<file path="config.mk">
export PLATFORM = sky130hd
export DESIGN_NAME = lsu_seq
export DESIGN_NICKNAME = d
export VERILOG_FILES = /design/src/rtl/riscv_pkg.sv /design/src/rtl/lsu_lane.sv /design/src/rtl/lsu_seq.sv
export SDC_FILE = /design/constraint.sdc
export NUM_CORES = 1
export LEC_CHECK = 0
export BUFFER_PORTS_ARGS = -buffer_cell sky130_fd_sc_hd__buf_4
export CAP_MARGIN = 20
export CORE_ASPECT_RATIO = 0.75
export CORE_UTILIZATION = 54
export CTS_BUF_LIST = sky130_fd_sc_hd__clkbuf_8 sky130_fd_sc_hd__clkbuf_16
export DETAILED_ROUTE_END_ITERATION = 8
export PLACE_DENSITY = 0.85
export SYNTH_ARGS = -nofsm -noshare
export SYNTH_HDL_FRONTEND = slang
export SYNTH_SLANG_ARGS = --single-unit
</file>
<file path="constraint.sdc">
create_clock -name i_clk -period 7.7 [get_ports i_clk]
set_input_delay 1.54 -clock i_clk [delete_from_list [all_inputs] [get_ports i_clk]]
set_output_delay 1.54 -clock i_clk [all_outputs]
set_load 0.01 [all_outputs]
</file>
<file path="src/rtl/riscv_pkg.sv">
// Shared types for the load/store sequencer.
//   lsu_size_e  : funct3 size/sign codes for loads and stores
//   lsu_state_e : sequencer states
//   lsu_req_t   : request as latched from the memory stage
//   LOAD/STORE  : major opcodes, used to tag the latched request
// Helpers classify funct3/address pairs as illegal or misaligned and
// produce the forced-aligned address.
package riscv_pkg;

  typedef enum logic [2:0] {
    SZ_B  = 3'b000,
    SZ_H  = 3'b001,
    SZ_W  = 3'b010,
    SZ_BU = 3'b100,
    SZ_HU = 3'b101
  } lsu_size_e;

  typedef enum logic [1:0] {
    IDLE = 2'd0,
    REQ  = 2'd1,
    DONE = 2'd2
  } lsu_state_e;

  localparam logic [6:0] LOAD  = 7'b0000011;
  localparam logic [6:0] STORE = 7'b0100011;

  typedef struct packed {
    logic [6:0]  op;
    logic [2:0]  funct3;
    logic [31:0] addr;
    logic [31:0] wdata;
  } lsu_req_t;

  function automatic logic is_illegal(input logic [2:0] f3);
    return (f3 == 3'b011) || (f3 == 3'b110) || (f3 == 3'b111);
  endfunction

  // funct3[1:0] carries the size for both signed and unsigned codes.
  function automatic logic is_misaligned(input logic [2:0] f3, input logic [1:0] a);
    return ((f3[1:0] == 2'b01) && a[0]) || ((f3[1:0] == 2'b10) && (a != 2'b00));
  endfunction

  function automatic logic [31:0] force_align(input logic [2:0] f3, input logic [31:0] a);
    case (f3[1:0])
      2'b01:   return {a[31:1], 1'b0};
      2'b10:   return {a[31:2], 2'b00};
      default: return a;
    endcase
  endfunction

endpackage

</file>
<file path="src/rtl/lsu_lane.sv">
// Byte-lane datapath for the load/store sequencer (purely combinational).
//   funct3     : size/sign code
//   addr_lo    : byte offset within the word
//   wdata      : raw store data (rs2)
//   rdata      : raw load word from memory
//   bmask      : byte enables
//   wdata_lane : store data replicated into every lane it may land in
//   rdata_ext  : selected and sign/zero-extended load data
// Lane layout assumes a 32-bit word of four bytes (halfword = two lanes).
module lsu_lane
  import riscv_pkg::*;
#(
  parameter int NUM_LANES = 4,
  parameter int VEC_W     = 8
) (
  input  logic [2:0]                   funct3,
  input  logic [$clog2(NUM_LANES)-1:0] addr_lo,
  input  logic [NUM_LANES*VEC_W-1:0]   wdata,
  input  logic [NUM_LANES*VEC_W-1:0]   rdata,
  output logic [NUM_LANES-1:0]         bmask,
  output logic [NUM_LANES*VEC_W-1:0]   wdata_lane,
  output logic [NUM_LANES*VEC_W-1:0]   rdata_ext
);
  localparam int W = NUM_LANES * VEC_W;

  logic [NUM_LANES-1:0][VEC_W-1:0] wd_in, wd_out, rd_in;
  logic [VEC_W-1:0]                rb;
  logic [2*VEC_W-1:0]              rh;

  assign wd_in      = wdata;
  assign rd_in      = rdata;
  assign wdata_lane = wd_out;

  // Replicate so the memory picks the right lane purely via bmask.
  for (genvar g = 0; g < NUM_LANES; g++) begin : g_lane
    always_comb begin
      case (funct3[1:0])
        2'b00:   wd_out[g] = wd_in[0];
        2'b01:   wd_out[g] = wd_in[g % 2];
        default: wd_out[g] = wd_in[g];
      endcase
    end
  end

  always_comb begin
    case (funct3[1:0])
      2'b00:   bmask = NUM_LANES'(1) << addr_lo;
      2'b01:   bmask = NUM_LANES'(3) << {addr_lo[1], 1'b0};
      default: bmask = '1;
    endcase
  end

  assign rb = rd_in[addr_lo];
  assign rh = addr_lo[1] ? rdata[W-1:W/2] : rdata[W/2-1:0];

  always_comb begin
    case (funct3)
      SZ_B:    rdata_ext = {{(W-VEC_W){rb[VEC_W-1]}}, rb};
      SZ_H:    rdata_ext = {{(W-2*VEC_W){rh[2*VEC_W-1]}}, rh};
      SZ_BU:   rdata_ext = {{(W-VEC_W){1'b0}}, rb};
      SZ_HU:   rdata_ext = {{(W-2*VEC_W){1'b0}}, rh};
      SZ_W:    rdata_ext = rdata;
      default: rdata_ext = '0;
    endcase
  end

endmodule

</file>
<file path="src/rtl/lsu_seq.sv">
// Multi-cycle load/store sequencer between the memory stage and a
// variable-latency data memory (req/ack handshake).
//   i_req_*/i_funct3/i_addr/i_wdata : access from the memory stage
//   o_stall                         : hold the pipeline
//   o_done/o_err/o_rdata            : one-cycle completion, error, load result
//   o_mem_*                         : request to memory, stable while in REQ
//   i_mem_ack/i_mem_rdata           : memory response
// Build option LSU_MISALIGN_TRAP_EN: misaligned accesses end in an error
// without touching memory; otherwise they are forced aligned and proceed.
module lsu_seq
  import riscv_pkg::*;
#(
  parameter int TIMEOUT = 16
) (
  input  logic        i_clk,
  input  logic        i_reset,
  input  logic        i_req_vld,
  input  logic        i_req_we,
  input  logic [2:0]  i_funct3,
  input  logic [31:0] i_addr,
  input  logic [31:0] i_wdata,
  output logic        o_stall,
  output logic        o_done,
  output logic        o_err,
  output logic [31:0] o_rdata,
  output logic        o_mem_req,
  output logic        o_mem_we,
  output logic [31:0] o_mem_addr,
  output logic [31:0] o_mem_wdata,
  output logic [3:0]  o_mem_bmask,
  input  logic        i_mem_ack,
  input  logic [31:0] i_mem_rdata
);
  localparam logic [7:0] TO_LAST = 8'(TIMEOUT - 1);

  lsu_state_e  state;
  lsu_req_t    req_q;
  logic [7:0]  cnt;
  logic        trap;
  logic [31:0] addr_l;
  logic [3:0]  ln_bmask;
  logic [31:0] ln_wdata, ln_rdata;
  logic        active, is_st;

`ifdef LSU_MISALIGN_TRAP_EN
  assign trap   = is_illegal(i_funct3) || is_misaligned(i_funct3, i_addr[1:0]);
  assign addr_l = i_addr;
`else
  assign trap   = is_illegal(i_funct3);
  assign addr_l = force_align(i_funct3, i_addr);
`endif

  lsu_lane u_lane (
    .funct3     (req_q.funct3),
    .addr_lo    (req_q.addr[1:0]),
    .wdata      (req_q.wdata),
    .rdata      (i_mem_rdata),
    .bmask      (ln_bmask),
    .wdata_lane (ln_wdata),
    .rdata_ext  (ln_rdata)
  );

  assign active      = (state == REQ);
  assign is_st       = (req_q.op == STORE);
  assign o_stall     = ((state == IDLE) && i_req_vld) || active;
  assign o_mem_req   = active;
  assign o_mem_we    = active && is_st;
  assign o_mem_addr  = active ? {req_q.addr[31:2], 2'b00} : '0;
  assign o_mem_wdata = (active && is_st) ? ln_wdata : '0;
  assign o_mem_bmask = active ? ln_bmask : '0;

  always_ff @(posedge i_clk or posedge i_reset) begin
    if (i_reset) begin
      state   <= IDLE;
      req_q   <= '0;
      cnt     <= '0;
      o_done  <= 1'b0;
      o_err   <= 1'b0;
      o_rdata <= '0;
    end else begin
      o_done <= 1'b0;
      o_err  <= 1'b0;
      case (state)
        IDLE: if (i_req_vld) begin
          req_q <= '{op: i_req_we ? STORE : LOAD, funct3: i_funct3,
                     addr: addr_l, wdata: i_wdata};
          if (trap) begin
            state   <= DONE;
            o_done  <= 1'b1;
            o_err   <= 1'b1;
            o_rdata <= '0;
          end else begin
            state <= REQ;
            cnt   <= '0;
          end
        end
        REQ: begin
          if (cnt != 8'hFF) cnt <= cnt + 8'd1;
          // ack takes priority over an expiring timeout
          if (i_mem_ack) begin
            state   <= DONE;
            o_done  <= 1'b1;
            o_rdata <= is_st ? '0 : ln_rdata;
          end else if (cnt == TO_LAST) begin
            state   <= DONE;
            o_done  <= 1'b1;
            o_err   <= 1'b1;
            o_rdata <= '0;
          end
        end
        DONE: begin
          state   <= IDLE;
          o_rdata <= '0;
        end
        default: state <= IDLE;
      endcase
    end
  end

endmodule

</file>
==> results of run 1 <==
==> registers in the layout (all words and copies together) (netlist names) <==
name and count:
o_rdata 32, req_q 69, o_done 1, o_err 1
cnt 8, state 2
==> kinds of logic after synthesis <==
family | share of synthesized area, %
fa+ha+maj | 0.846
other cells | 0.0634
buf+inv | 4.97
mux | 5.47
simple gates | 25.3
compound gates | 15.6
flops | 47.8
==> per-stage QoR <==
stage	total power (W)	hold slack [ps]	cells	utilization (%)	area (µm²)
6_report	0.00300	470	984	76.8	8030
5_1_grt	0.00317	481	984	76.8	8030
4_1_cts	0.00299	474	983	76.7	8020
3_5_place_dp	0.00218	454	954	71.0	7420
3_3_place_gp	0.00214	450	954	71.0	7420
2_1_floorplan	0.00180	437	653	-	5920
==> layout make-up <==
type                            count  area [µm²]
Clock buffer                       21         480
Clock inverter                      8         113
Fill cell                         697        2420
Inverter                            9        37.5
Multi-Input combinational cell    486        2810
Sequential cell                   113        2830
Tap cell                          136         170
Timing Repair Buffer              211        1590
==> critical path, delay by kind of cell, from the launching register on <==
family / cells / cell delay, ps
buffers and inverters: 3 / 710
flip-flops: 1 / 590
AND/OR/NAND/NOR: 3 / 1060
==> layout by cell type, fill, tap and decap left out, drive strengths merged, types with 2 or more instances in the layout <==
cell type / instances
nand2: 226
buf: 211
dfrtp: 113
a21oi: 52
and2: 39
nor2: 30
o2bb2ai: 25
clkbuf: 21
mux2i: 20
inv: 10
mux2: 9
o21ai: 8
a22oi: 8
a21o: 8
a222oi: 7
nand2b: 5
nor3: 5
nand3: 5
and3: 4
clkinv: 4
ha: 4
or2: 3
bufinv: 3
nor3b: 3
nor4: 2
nor2b: 2
o21a: 2
conb: 2
o21bai: 2
a211oi: 2
==> power breakdown <==
part	total, W	internal, W	leakage [nW]	switching, W
registers	0.00103	0.000817	1.45	0.000215
logic	0.00118	0.000496	2.44	0.000682
clock network	0.000789	0.000533	0.303	0.000256
==> synthesized netlist by cell type, types with 6 or more instances <==
master	n	area, µm²
buf_2	12	60.1
a21o_1	8	60.1
clkbuf_1	16	60.1
o2bb2ai_1	14	123
a22oi_1	8	60.1
inv_1	6	22.5
mux2i_1	20	200
a222oi_1	7	70.1
buf_4	7	52.6
mux2_2	8	90.1
dfrtp_1	113	2830
and2_1	38	238
o2bb2ai_2	10	150
a21oi_1	50	250
o21ai_0	8	40.0
nand2_1	226	848
buf_6	6	67.6
nor2_1	30	113
==> routing by layer <==
layer	vias to the layer above	share of wire (%)	global-route usage [%]
met4	0	0.98	8.94
met5	-	0	0
li1	2559	-	-
met3	19	9.3	7.20
met1	2684	41	40.3
met2	292	49	51.0
==> how the worst max path moves through the flow <==
stage	start	to	slack, ps	depth (start not counted)
after floorplan	i_reset	cnt[0]	3170	1
after CTS	state[1]	o_mem_wdata[6]	3370	6
after global routing	state[1]	o_mem_wdata[6]	3170	6
after detailed placement	state[1]	o_mem_wdata[6]	3820	6
final	state[1]	o_mem_wdata[1]	3380	6
after global placement	state[1]	o_mem_wdata[7]	3980	6
==> flow_summary.ini, run 1 <==
[cells_and_area]
diodes = 0
area.growth.synth_to_final_pct = 35.6
drive_gt1_share_pct = 33.1
fin_nets = 946

[outcome]
status = complete, no violations

[logic_synthesis]
ys_seq_area_share_pct = 47.8
async_flop_share_pct = 100
synth_cell_types = 58
avgSynthCellArea_um2 = 9.08
synthCells = 652
syn_area_mm2 = 0.00592
synth-main-ff-cell = dfrtp_1
synth_edf_count = 0
ys_ff_latch = 113
synth_warnings = 0

[min_path]
hold_path.class = flop to flop
hold_depth = 2
hp-start = req_q[58]
hold_path_end = req_q[58]

[die]
die_area_mm2 = 0.0114
die_h_um = 92.7
core_mm2 = 0.0105
num_rows = 32
die_x_um = 123
start_util_pct = 56.6
ioPinCount = 209

[setup_path]
reg2reg_depth = 4
cp-start-kind = flop
r2r-start = req_q[64]
r2r-end = o_rdata[6]
cp_slowest_cell = dfrtp_1
rrSetupSlack_ps = 5190
cp_slowest_stage_delay_ps = 590
crit_chain = nand2b_4, clkinv_2, nand3_2, inv_2, and2_1, buf_4
path_class = flop to output pin
critPathArrivalTime_ps = 2780
endpoint_kind = output pin
path_max_fanout = 38
required_ps = 6160

[clock_tree]
cts_sinks = 113
path_clk_slew_ps = 50
cts_setup_buffers = 0
tritoncts = built
clk_path_buf_depth = 2
cts_root_buffer = clkbuf_16
cts_resized = 0
cts-hold-fix-buffers = 0
clk-insertion-delay-late_ps = 400
htreeDepth = 4
numCtsBuffers = 17

[placement]
place_hpwl_um = 11500
gp_congestion = 0.876
numPortBuffers = 206
dpl_worst_slack_ps = 3820

[routing]
viasPerCell = 5.64
vias = 5554
wl_per_cell_um = 17.4
drtPass1Iterations = 6
drc_errors = 0
drtIter0Drc = 435
wirelength_um = 17100
postRouteAntennaNets = 0

[pwr]
ir_worst_vdd_v = 0.000215
power-per-cell-area_mw_per_mm2 = 374
power.leakage_nw = 4.20

[timing]
finalCritPeriodShare_pct = 56.1
fin_crit_ps = 4320
skew_ps = 6.52
max_freq_ghz = 0.231
setup_ws_ps = 3380
rsz0062_at_grt = no
fin_tns_setup_ps = 0
tightest_slew_ps = 931
max_slew_margin_pct = 37.9
hold_viol = 0
finalSetupViolCount = 0
maxSlewViolCount = 0

[grt]
grt_usage_pct = 30.9
grt_pass1_vias = 5427
grt_pass1_wl_um = 26900
antenna_found_initial = 0
grt_remaining_overflow = 0
grt_max_degree = 76

[run]
cap_viol_max_count = 0
No activity file was read; power rests on OpenSTA's default activity.
==> run 2, diff against run 1 <==
ABC_AREA = 1   (was not set)
CORE_UTILIZATION = 51   (was 54)
PLACE_DENSITY = 0.8   (was 0.85)
clock period = 4 ns   (was 7.7 ns; I/O delays follow)
==> run 2 against run 1 <==
Register-to-register slack got worse by 3500 ps; clock power grew 95%; global-route usage fell by 2.2 points; critical path depth shrank 1; first-iteration DRC count increased by 0.69%.
==> flow_summary.ini, run 2 <==
[pwr]
ir_worst_vdd_v = 0.000421
power.internal_w = 0.00367
p_comb_share_pct = 44.9
switching_share_pct = 41.1
power.leakage_nw = 4.74
seq_power_share_pct = 30.3
power-per-cell-area_mw_per_mm2 = 749
pwr-share-clk_pct = 24.7
switching_power_w = 0.00256

[timing]
fin_tns_setup_ps = 0
max_slew_margin_pct = 34.9
holdWs_ps = 472
maxSlewViolCount = 0
max_freq_ghz = 0.303
hold_viol = 0
tightest_slew_ps = 975
finalCritPeriodShare_pct = 82.5
skew_ps = 9.77
fin_crit_ps = 3300
finalSetupViolCount = 0
rsz0062_at_grt = no

[cells_and_area]
drive_gt1_share_pct = 24.8
final_common_cell = nand2_1
largest_reg_flops = 69
nFillCells = 1000
largestRegisters = req_q (69), o_rdata (32), cnt (8)
top_register = req_q
diodes = 0
final_cell_mix = nand2_1 (356), buf_4 (211), dfrtp_1 (113)
fin_nets = 1193
area.growth.synth_to_final_pct = 34.4

[clock_tree]
cts_sinks = 113
path_clk_slew_ps = 50
cts_root_buffer = clkbuf_16
tritoncts = built
htreeDepth = 4
cts_setup_buffers = 0
clk-insertion-delay-late_ps = 410
numCtsBuffers = 17
cts-hold-fix-buffers = 0
clk_path_buf_depth = 2
cts_resized = 0

[run]
cap_viol_max_count = 0

[placement]
numPortBuffers = 206
place_hpwl_um = 12000
gp_congestion = 0.880

[setup_path]
cp-start-kind = flop
endpoint_kind = output pin
rrSetupSlack_ps = 1740
r2r-end = o_rdata[8]
r2r-start = req_q[65]
cp_slowest_stage_delay_ps = 450
path_max_fanout = 34
cp_top_family = simple AND/OR/NAND/NOR gates
path_class = flop to output pin
critPathArrivalTime_ps = 2500
crit_chain = nand2_2, nor2_4, inv_1, nor2_1, buf_4
reg2reg_depth = 8
required_ps = 3200
cp_slowest_cell = nand2_2
crit_buf_inv = 2

[logic_synthesis]
netlist_top_cells_area = dfrtp_1 (46%), nand2_1 (22%), nor2_1 (6.6%)
yosysTopAreaCell = dfrtp_1
ys_seq_area_share_pct = 45.7
synth_edf_count = 0
syn_area_mm2 = 0.00619
synthCells = 898
synth-main-ff-cell = dfrtp_1
yosysMostFrequentCell = nand2_1
yosys.area.top_type_share_pct = 45.7
synth_top_cells_by_count = nand2_1 (356), dfrtp_1 (113), nor2_1 (109)
synth_cell_types = 29
synth_warnings = 0
async_flop_share_pct = 100
avgSynthCellArea_um2 = 6.89
ys_ff_latch = 113

[die]
ioPinCount = 209
die_x_um = 129
die_area_mm2 = 0.0126
core_mm2 = 0.0117
start_util_pct = 52.9
num_rows = 34
die_h_um = 97.4

[min_path]
hold_depth = 1
hold_path_end = req_q[68]
hold_path.class = flop to flop
hp-start = req_q[68]

[routing]
vias = 6063
drtIter0Drc = 438
drc_errors = 0
drtPass1Iterations = 5
wirelength_um = 17000
viasPerCell = 4.82
wl_per_cell_um = 13.5
postRouteAntennaNets = 0

[grt]
grt_remaining_overflow = 0
antenna_found_initial = 0
grt_pass1_wl_um = 27600
grt_pass1_vias = 5594
grt_max_degree = 69
grt_usage_pct = 28.6

[outcome]
status = complete, no violations
## run 2: changes by cell type in the layout (fill, tap and decap cells not counted), sizes merged, moves of 7 or more
cell     change
mux2i       -20
o21ai       +75
a21oi       -26
mux2         -9
nand3       +23
a22oi        -8
and2        -38
inv         +97
a21o         -8
a222oi       -7
nor2        +93
o2bb2ai     -25
nand2      +134
## run 2: final cells by class
cell class	count	area [µm²]	area share, %
Multi-Input combinational cell	633	2670	32.1
Sequential cell	113	2830	34.0
Timing Repair Buffer	212	1600	19.3
Inverter	108	413	4.96
Clock inverter	11	138	1.65
Tap cell	162	203	2.44
Clock buffer	20	467	5.61
## run 2: routing by layer
metal	vias up	share of wire, %	GRT usage [%]
li1	3091	-	-
met2	211	43	40.4
met3	22	7.2	7.38
met1	2739	48	42.4
met5	-	0	0
met4	0	1.6	9.77
## run 2: worst max-delay path by stage
stage,cells after the start,start,slack (ps),end
after CTS,6,state[1],710,o_mem_wdata[7]
after floorplan,1,i_reset,210,cnt[0]
final,5,state[0],700,o_mem_wdata[22]
after global routing,5,state[0],480,o_mem_wdata[17]
after detailed placement,5,state[0],1140,o_mem_wdata[7]
after global placement,6,state[1],1230,o_mem_wdata[19]
## run 2: cell families after synthesis
| group | after synthesis | share of synthesized area (%) |
|---|---|---|
| XOR/XNOR | 1 | 0.141 |
| AND/OR/NAND/NOR | 515 | 32.9 |
| buffers and inverters | 153 | 11.3 |
| AO/OA/AOI/OAI | 111 | 9.09 |
| other | 1 | 0.0606 |
| adder cells (fa/ha/maj) | 4 | 0.808 |
| flip-flops | 113 | 45.7 |
## run 2: power groups by stage
stage | Combinational [W] | Sequential, W | Clock (W)
2_1_floorplan | 0.00188 | 0.00187 | 0
3_3_place_gp | 0.00275 | 0.00189 | 0
3_5_place_dp | 0.00278 | 0.00189 | 0
4_1_cts | 0.00280 | 0.00188 | 0.00155
5_1_grt | 0.00315 | 0.00194 | 0.00162
6_report | 0.00280 | 0.00189 | 0.00154
## run 2: through the flow
step	setup WS, ps	instance area (µm²)	std cells	total power (W)	util, %
after floorplan	213	6190	899	0.00375	-
after global placement	1230	7720	1228	0.00463	66.0
after detailed placement	1140	7720	1228	0.00466	66.0
after CTS	710	8320	1259	0.00623	71.1
after global routing	482	8320	1259	0.00671	71.1
final	702	8320	1259	0.00623	71.1
## run 2: worst register-to-register path, stage by stage, from the launching register on
cell	delay, ps
dfrtp_1	320
buf_4	310
inv_4	130
nand2_1	580
nor2_1	110
nand2_2	410
nand2_1	150
nand2_1	80
nand2_1	50
